<file path="src/rtl/pipe_flow_ctrl_if.sv">
// Pipeline flow-control bundle: hazard/MDU/exception requests in,
// stage write-enables, bubble/flush and MDU status out.
interface pipe_flow_ctrl_if;
  logic        stall_hazard;
  logic        mdu_start;
  logic        mdu_is_div;
  logic        mdu_use_D;
  logic        req;
  logic        pc_we;
  logic        d_we;
  logic        e_bubble;
  logic        e_we;
  logic        m_we;
  logic        w_we;
  logic        flush;
  logic        mdu_busy;
  logic        mdu_done;
  logic [31:0] stall_cnt;

  modport master (
    output stall_hazard,
    output mdu_start,
    output mdu_is_div,
    output mdu_use_D,
    output req,
    input  pc_we,
    input  d_we,
    input  e_bubble,
    input  e_we,
    input  m_we,
    input  w_we,
    input  flush,
    input  mdu_busy,
    input  mdu_done,
    input  stall_cnt
  );

  modport slave (
    input  stall_hazard,
    input  mdu_start,
    input  mdu_is_div,
    input  mdu_use_D,
    input  req,
    output pc_we,
    output d_we,
    output e_bubble,
    output e_we,
    output m_we,
    output w_we,
    output flush,
    output mdu_busy,
    output mdu_done,
    output stall_cnt
  );
endinterface

</file>
<file path="src/rtl/pipe_flow_ctrl.sv">
// Stall/flush sequencer for the 5-stage pipeline: MDU busy timer,
// hazard/MDU stall merge, exception flush priority, stall perf counter.
module pipe_flow_ctrl #(
  parameter int MULT_CYC = 5,
  parameter int DIV_CYC  = 10,
  parameter int CNT_W    = 4
) (
  input  logic            clk,
  input  logic            reset,
  pipe_flow_ctrl_if.slave bus
);

  localparam logic [0:0] RUN      = 1'b0;
  localparam logic [0:0] MDU_WAIT = 1'b1;

  localparam logic [CNT_W-1:0] MULT_LD = CNT_W'(MULT_CYC);
  localparam logic [CNT_W-1:0] DIV_LD  = CNT_W'(DIV_CYC);
  localparam logic [CNT_W-1:0] ONE     = CNT_W'(1);

  logic [0:0]       state;
  logic [0:0]       state_nxt;
  logic [CNT_W-1:0] cnt;
  logic [CNT_W-1:0] cnt_nxt;
  logic [31:0]      stall_cnt_q;

  logic in_wait;
  logic cnt_last;
  logic start_ok;
  logic busy;
  logic stall;

  always_comb begin
    in_wait  = (state == MDU_WAIT);
    cnt_last = in_wait && (cnt == ONE);
    start_ok = bus.mdu_start && !bus.req && !in_wait;
    busy     = bus.mdu_start || in_wait;
    stall    = !bus.req &&
               (bus.stall_hazard || (bus.mdu_use_D && busy));
  end

  assign bus.mdu_busy  = busy;
  assign bus.mdu_done  = cnt_last;
  assign bus.stall_cnt = stall_cnt_q;

  // req wins over any stall; stall already excludes req
  always_comb begin
    bus.pc_we    = 1'b1;
    bus.d_we     = 1'b1;
    bus.e_bubble = 1'b0;
    bus.e_we     = 1'b1;
    bus.m_we     = 1'b1;
    bus.w_we     = 1'b1;
    bus.flush    = 1'b0;
    unique case (1'b1)
      bus.req: begin
        bus.flush = 1'b1;
      end
      stall: begin
        bus.pc_we    = 1'b0;
        bus.d_we     = 1'b0;
        bus.e_bubble = 1'b1;
      end
      default: ;
    endcase
  end

  // req in MDU_WAIT does not abort the running operation
  always_comb begin
    state_nxt = state;
    cnt_nxt   = cnt;
    unique case (state)
      RUN: begin
        if (start_ok) begin
          state_nxt = MDU_WAIT;
          cnt_nxt   = bus.mdu_is_div ? DIV_LD : MULT_LD;
        end
      end
      MDU_WAIT: begin
        cnt_nxt = cnt - ONE;
        if (cnt_last) begin
          state_nxt = RUN;
        end
      end
      default: begin
        state_nxt = RUN;
        cnt_nxt   = '0;
      end
    endcase
  end

  always_ff @(posedge clk) begin
    if (reset) begin
      state <= RUN;
      cnt   <= '0;
    end else begin
      state <= state_nxt;
      cnt   <= cnt_nxt;
    end
  end

  always_ff @(posedge clk) begin
    if (reset) begin
      stall_cnt_q <= '0;
    end else if (stall && (stall_cnt_q != '1)) begin
      stall_cnt_q <= stall_cnt_q + 32'd1;
    end
  end

endmodule
</file>
<file path="src/flat_wrapper.sv">
// flat-port wrapper written by rule: the top's interface ports become plain ports
module pipe_flow_ctrl_flat 
#(
  parameter int MULT_CYC = 5,
  parameter int DIV_CYC  = 10,
  parameter int CNT_W    = 4
)
  (clk, reset, bus_stall_hazard, bus_mdu_start, bus_mdu_is_div, bus_mdu_use_D, bus_req, bus_pc_we, bus_d_we, bus_e_bubble, bus_e_we, bus_m_we, bus_w_we, bus_flush, bus_mdu_busy, bus_mdu_done, bus_stall_cnt);
  pipe_flow_ctrl_if bus_i ();
  input  logic clk;
  input  logic reset;
  input wire logic [$bits(bus_i.stall_hazard)-1:0] bus_stall_hazard;
  input wire logic [$bits(bus_i.mdu_start)-1:0] bus_mdu_start;
  input wire logic [$bits(bus_i.mdu_is_div)-1:0] bus_mdu_is_div;
  input wire logic [$bits(bus_i.mdu_use_D)-1:0] bus_mdu_use_D;
  input wire logic [$bits(bus_i.req)-1:0] bus_req;
  output wire logic [$bits(bus_i.pc_we)-1:0] bus_pc_we;
  output wire logic [$bits(bus_i.d_we)-1:0] bus_d_we;
  output wire logic [$bits(bus_i.e_bubble)-1:0] bus_e_bubble;
  output wire logic [$bits(bus_i.e_we)-1:0] bus_e_we;
  output wire logic [$bits(bus_i.m_we)-1:0] bus_m_we;
  output wire logic [$bits(bus_i.w_we)-1:0] bus_w_we;
  output wire logic [$bits(bus_i.flush)-1:0] bus_flush;
  output wire logic [$bits(bus_i.mdu_busy)-1:0] bus_mdu_busy;
  output wire logic [$bits(bus_i.mdu_done)-1:0] bus_mdu_done;
  output wire logic [$bits(bus_i.stall_cnt)-1:0] bus_stall_cnt;
  assign bus_i.stall_hazard = bus_stall_hazard;
  assign bus_i.mdu_start = bus_mdu_start;
  assign bus_i.mdu_is_div = bus_mdu_is_div;
  assign bus_i.mdu_use_D = bus_mdu_use_D;
  assign bus_i.req = bus_req;
  assign bus_pc_we = bus_i.pc_we;
  assign bus_d_we = bus_i.d_we;
  assign bus_e_bubble = bus_i.e_bubble;
  assign bus_e_we = bus_i.e_we;
  assign bus_m_we = bus_i.m_we;
  assign bus_w_we = bus_i.w_we;
  assign bus_flush = bus_i.flush;
  assign bus_mdu_busy = bus_i.mdu_busy;
  assign bus_mdu_done = bus_i.mdu_done;
  assign bus_stall_cnt = bus_i.stall_cnt;
  pipe_flow_ctrl #(.MULT_CYC(MULT_CYC), .DIV_CYC(DIV_CYC), .CNT_W(CNT_W)) u_core (.clk(clk), .reset(reset), .bus(bus_i));
endmodule
</file>
<file path="config.mk">
export PLATFORM = sky130hd
export DESIGN_NAME = pipe_flow_ctrl_flat
export DESIGN_NICKNAME = d
export VERILOG_FILES = /design/src/rtl/pipe_flow_ctrl_if.sv /design/src/rtl/pipe_flow_ctrl.sv /design/src/flat_wrapper.sv
export SDC_FILE = /design/constraint.sdc
export NUM_CORES = 1
export LEC_CHECK = 0
export CAP_MARGIN = 40
export CELL_PAD_IN_SITES_DETAIL_PLACEMENT = 1
export CELL_PAD_IN_SITES_GLOBAL_PLACEMENT = 1
export CORE_ASPECT_RATIO = 0.75
export CORE_MARGIN = 2
export CORE_UTILIZATION = 39
export DETAILED_ROUTE_END_ITERATION = 8
export GPL_TIMING_DRIVEN = 0
export PLACE_DENSITY = 0.81
export SLEW_MARGIN = 5
export SYNTH_ARGS = -nofsm -noshare
export SYNTH_HDL_FRONTEND = slang
export SYNTH_SLANG_ARGS = --single-unit
</file>
<file path="constraint.sdc">
create_clock -name clk -period 4.25 [get_ports clk]
set_clock_uncertainty 0.1 [all_clocks]
set_input_delay 0.85 -clock clk [delete_from_list [all_inputs] [get_ports clk]]
set_output_delay 0.85 -clock clk [all_outputs]
set_load 0.02 [all_outputs]
</file>
==> summary.md <==
| Metric | Value |
|---|---|
| Register area | 741 um^2 |
| Hold Vio Cnt, Final | 0 |
| Area Overhead vs Synth | 31.7% |
| Crit end category | output pin |
| Seq cells post-synth | 37 |
| Max frequency | 0.271 GHz |
| Die footprint | 5900 um^2 |
| Largest net degree at the start of global routing | 12 |
| Share of post-route cells with drive strength above 1 | 12.1% |
| Clk slew on worst S/H paths | 0.07 ns |
| Ys Warns | 0 |
| IO Pins | 48 |
| Syn avg cell area | 8.50 um^2 |
| Gr ovfl total | 0 |
| Total power | 748 uW |
| Fin crit period | 3.69 ns |
| Power density cells | 275 nW/um^2 |
| Worst hold slack | 0.430 ns |
| Postcts setup bufs | 0 |
| Post-synth EDFFs | 0 |
| Worst min-delay path category | register to register |
| Core area | 4980 um^2 |
| Resize count post-CTS | 0 |
| Vias in the first global route | 1950 |
| Sw Share | 23.1% |
| Status | completed |
| Seq/Total Area, Yosys | 35.9% |
| Total Wirelength | 5800 um |
| CP Launch Type | input port |
| Initial Util | 41.4% |
| CP top delay family | buffers and inverters |
| CTS sink count | 37 |
| Initial antenna violation count | 0 |
| Die height | 67.0 um |
| Critical path's slowest cell | clkdlybuf4s50_1 |
| Total number of vias | 1995 |
| Initial DRT Pass Iterations | 5 |
| Diode count | 0 |
| Port buffer count | 44 |
| Maxcap violations | 0 |
| Tcrit/Tclk final | 86.8% |
| CTS tree | yes |
| Fill cells | 605 |
| Total negative slack | 0 ns |
| CP Cell Sequence | clkdlybuf4s50_1 > o21a_1 > o21ai_1 > buf_4 > clkdlybuf4s50_1 |
| Critical path buffers and inverters | 3 |
| Crit path DAT | 2.74 ns |
| Die Wd | 88.0 um |
| Gpl congestion | 0.796 |
| First DRT Iteration DRCs | 66 |
| Crit-path max cell delay | 0.59 ns |
| Most frequent cells after synthesis | dfxtp_1 (37), nor2_1 (35), xnor2_1 (16) |
| Avg WL per Cell | 15.7 um |
| Clock Path Buffers | 2 |
| Most used DFF post-synth | dfxtp_1 |
| Area fraction of the dominant cell type after synthesis | 35.9% |
| Kind of critical path | input port to output pin |
| Synth unique cells | 49 |
| Root buffer cell | clkbuf_8 |
| Most numerous cell on the critical path | clkdlybuf4s50_1 |
| Slew Viols, Final | 0 |
| Inserted Clock Buffers | 5 |
| Combinational Power Share | 9.6% |
| Worst skew pair latency | 0.29 ns |
| Most numerous cell in the Yosys netlist | dfxtp_1 |
| Unrepaired setup endpoints after global routing | no |
| Placed cell areas | 2600 um^2 |
| DRC viols | 0 |
| Async S/R FF share, synth | 0% |
| Sequential share of power | 48.0% |
| Post-cts hold buffer count | 0 |
| Int Power | 575 uW |
| Clk pwr share | 42.4% |
| Post-DRT Antenna Nets | 0 |
| Post-synthesis cell area | 2060 um^2 |
| First-pass GRT wire length | 9740 um |
| Worst endpoint required time | 3.30 ns |
| Fin area | 2720 um^2 |
| Num rows | 22 |
| Vias per cell | 5.41 |
| Final HPWL DP | 4310 um |
| GRT Util Overall | 21.2% |
| Switching pwr | 173 uW |
| Final setup fails | 0 |
| Final nets | 306 |
| Synth area leaders | dfxtp_1 (36%), xnor2_1 (6.8%), nor2_1 (6.4%) |
| H-tree levels | 2 |
| Worst slew margin | 46.0% |
| Area leader, netlist | dfxtp_1 |
| Mapped Cells | 243 |
| Worst-path maximum fanout | 7 |
| Least-Margin Pin Slew | 0.790 ns |
| Maximum VDD drop | 0.000144 V |
| Multi-input gate area | 1220 um^2 |
| Leak | 0.962 nW |
==> layout make-up <==
| type | instances | area share, % |
|---|---|---|
| plain buffers | 15 | 3.08 |
| flip-flops and latches | 37 | 27.2 |
| clock inverters | 1 | 1.10 |
| well taps | 72 | 3.31 |
| multi-input cells | 187 | 45.1 |
| repair buffers | 44 | 16.2 |
| inverters | 6 | 0.828 |
| clock buffers | 7 | 3.18 |
==> cell usage in the layout, fill, tap and decap left out, types with 5 or more instances in the layout <==
master / instances
nor2b_1: 8
a21oi_1: 14
nand3_1: 10
xnor2_1: 16
and3_1: 5
buf_4: 6
o21ai_0: 6
and4_1: 5
a211oi_1: 7
nor2_1: 35
dfxtp_1: 37
clkdlybuf4s50_1: 44
mux2_2: 7
nand4_1: 11
inv_1: 6
clkbuf_8: 6
clkbuf_1: 6
nand2_1: 11
==> per-stage QoR <==
stage	std cells	setup WS, ns	util (%)
2_1_floorplan	245	1.48	-
3_3_place_gp	361	0.565	52.2
3_5_place_dp	361	0.544	52.2
4_1_cts	369	0.543	54.6
5_1_grt	369	0.455	54.6
6_report	369	0.561	54.6
==> routing by layer <==
layer	vias to the layer above	part of all wire (%)	track usage (%)
met1	964	49	30.0
met4	0	1.2	5.87
met2	43	46	33.0
li1	978	-	-
met3	10	4.1	3.97
met5	-	0	0
==> power by group through the flow <==
stage          Combinational, mW  Sequential [mW]  Clock (mW)
2_1_floorplan             0.0430            0.367           0
3_3_place_gp              0.0691            0.367           0
3_5_place_dp              0.0720            0.367           0
4_1_cts                   0.0723            0.359       0.324
5_1_grt                   0.0794            0.360       0.340
6_report                  0.0715            0.359       0.317
==> final timing paths <==
kind / cells after the start / endpoint / from / slack [ns]
worst min register to register: 2 / u_core.cnt[2] / u_core.cnt[2] / 0.43
worst max-delay path: 5 / bus_pc_we / bus_mdu_start / 0.56
worst max register to register: 7 / u_core.bus.stall_cnt[15] / u_core.bus.stall_cnt[0] / 1.76
worst min-delay path: 2 / u_core.cnt[2] / u_core.cnt[2] / 0.43
==> flip-flops by register name, indices dropped and copies added (netlist names) <==
name	cells
u_core.in_wait	1
u_core.cnt	4
u_core.bus.stall_cnt	32
==> cells by family (layout without fill, tap and decap cells) <==
kind of cell / Yosys count / count (layout) / synth area share, %
XOR/XNOR: 16 / 16 / 6.79
multiplexers: 9 / 9 / 4.85
AND/OR/NAND/NOR: 110 / 110 / 29.6
buffers and inverters: 21 / 73 / 5.15
other: 1 / 3 / 0.182
adder cells (fa/ha/maj): 3 / 3 / 1.82
AO/OA/AOI/OAI: 46 / 46 / 15.8
flip-flops: 37 / 37 / 35.9
==> worst reg2reg max path, delay by kind of cell (launching register included) <==
kind / cells / cell delay, ns
AND/OR/NAND/NOR: 3 / 0.76
flip-flops: 1 / 0.43
multiplexers: 1 / 0.33
buffers and inverters: 1 / 0.32
adder cells (fa/ha/maj): 1 / 0.26
AO/OA/AOI/OAI: 1 / 0.18
(Power assumes the default switching activity.)
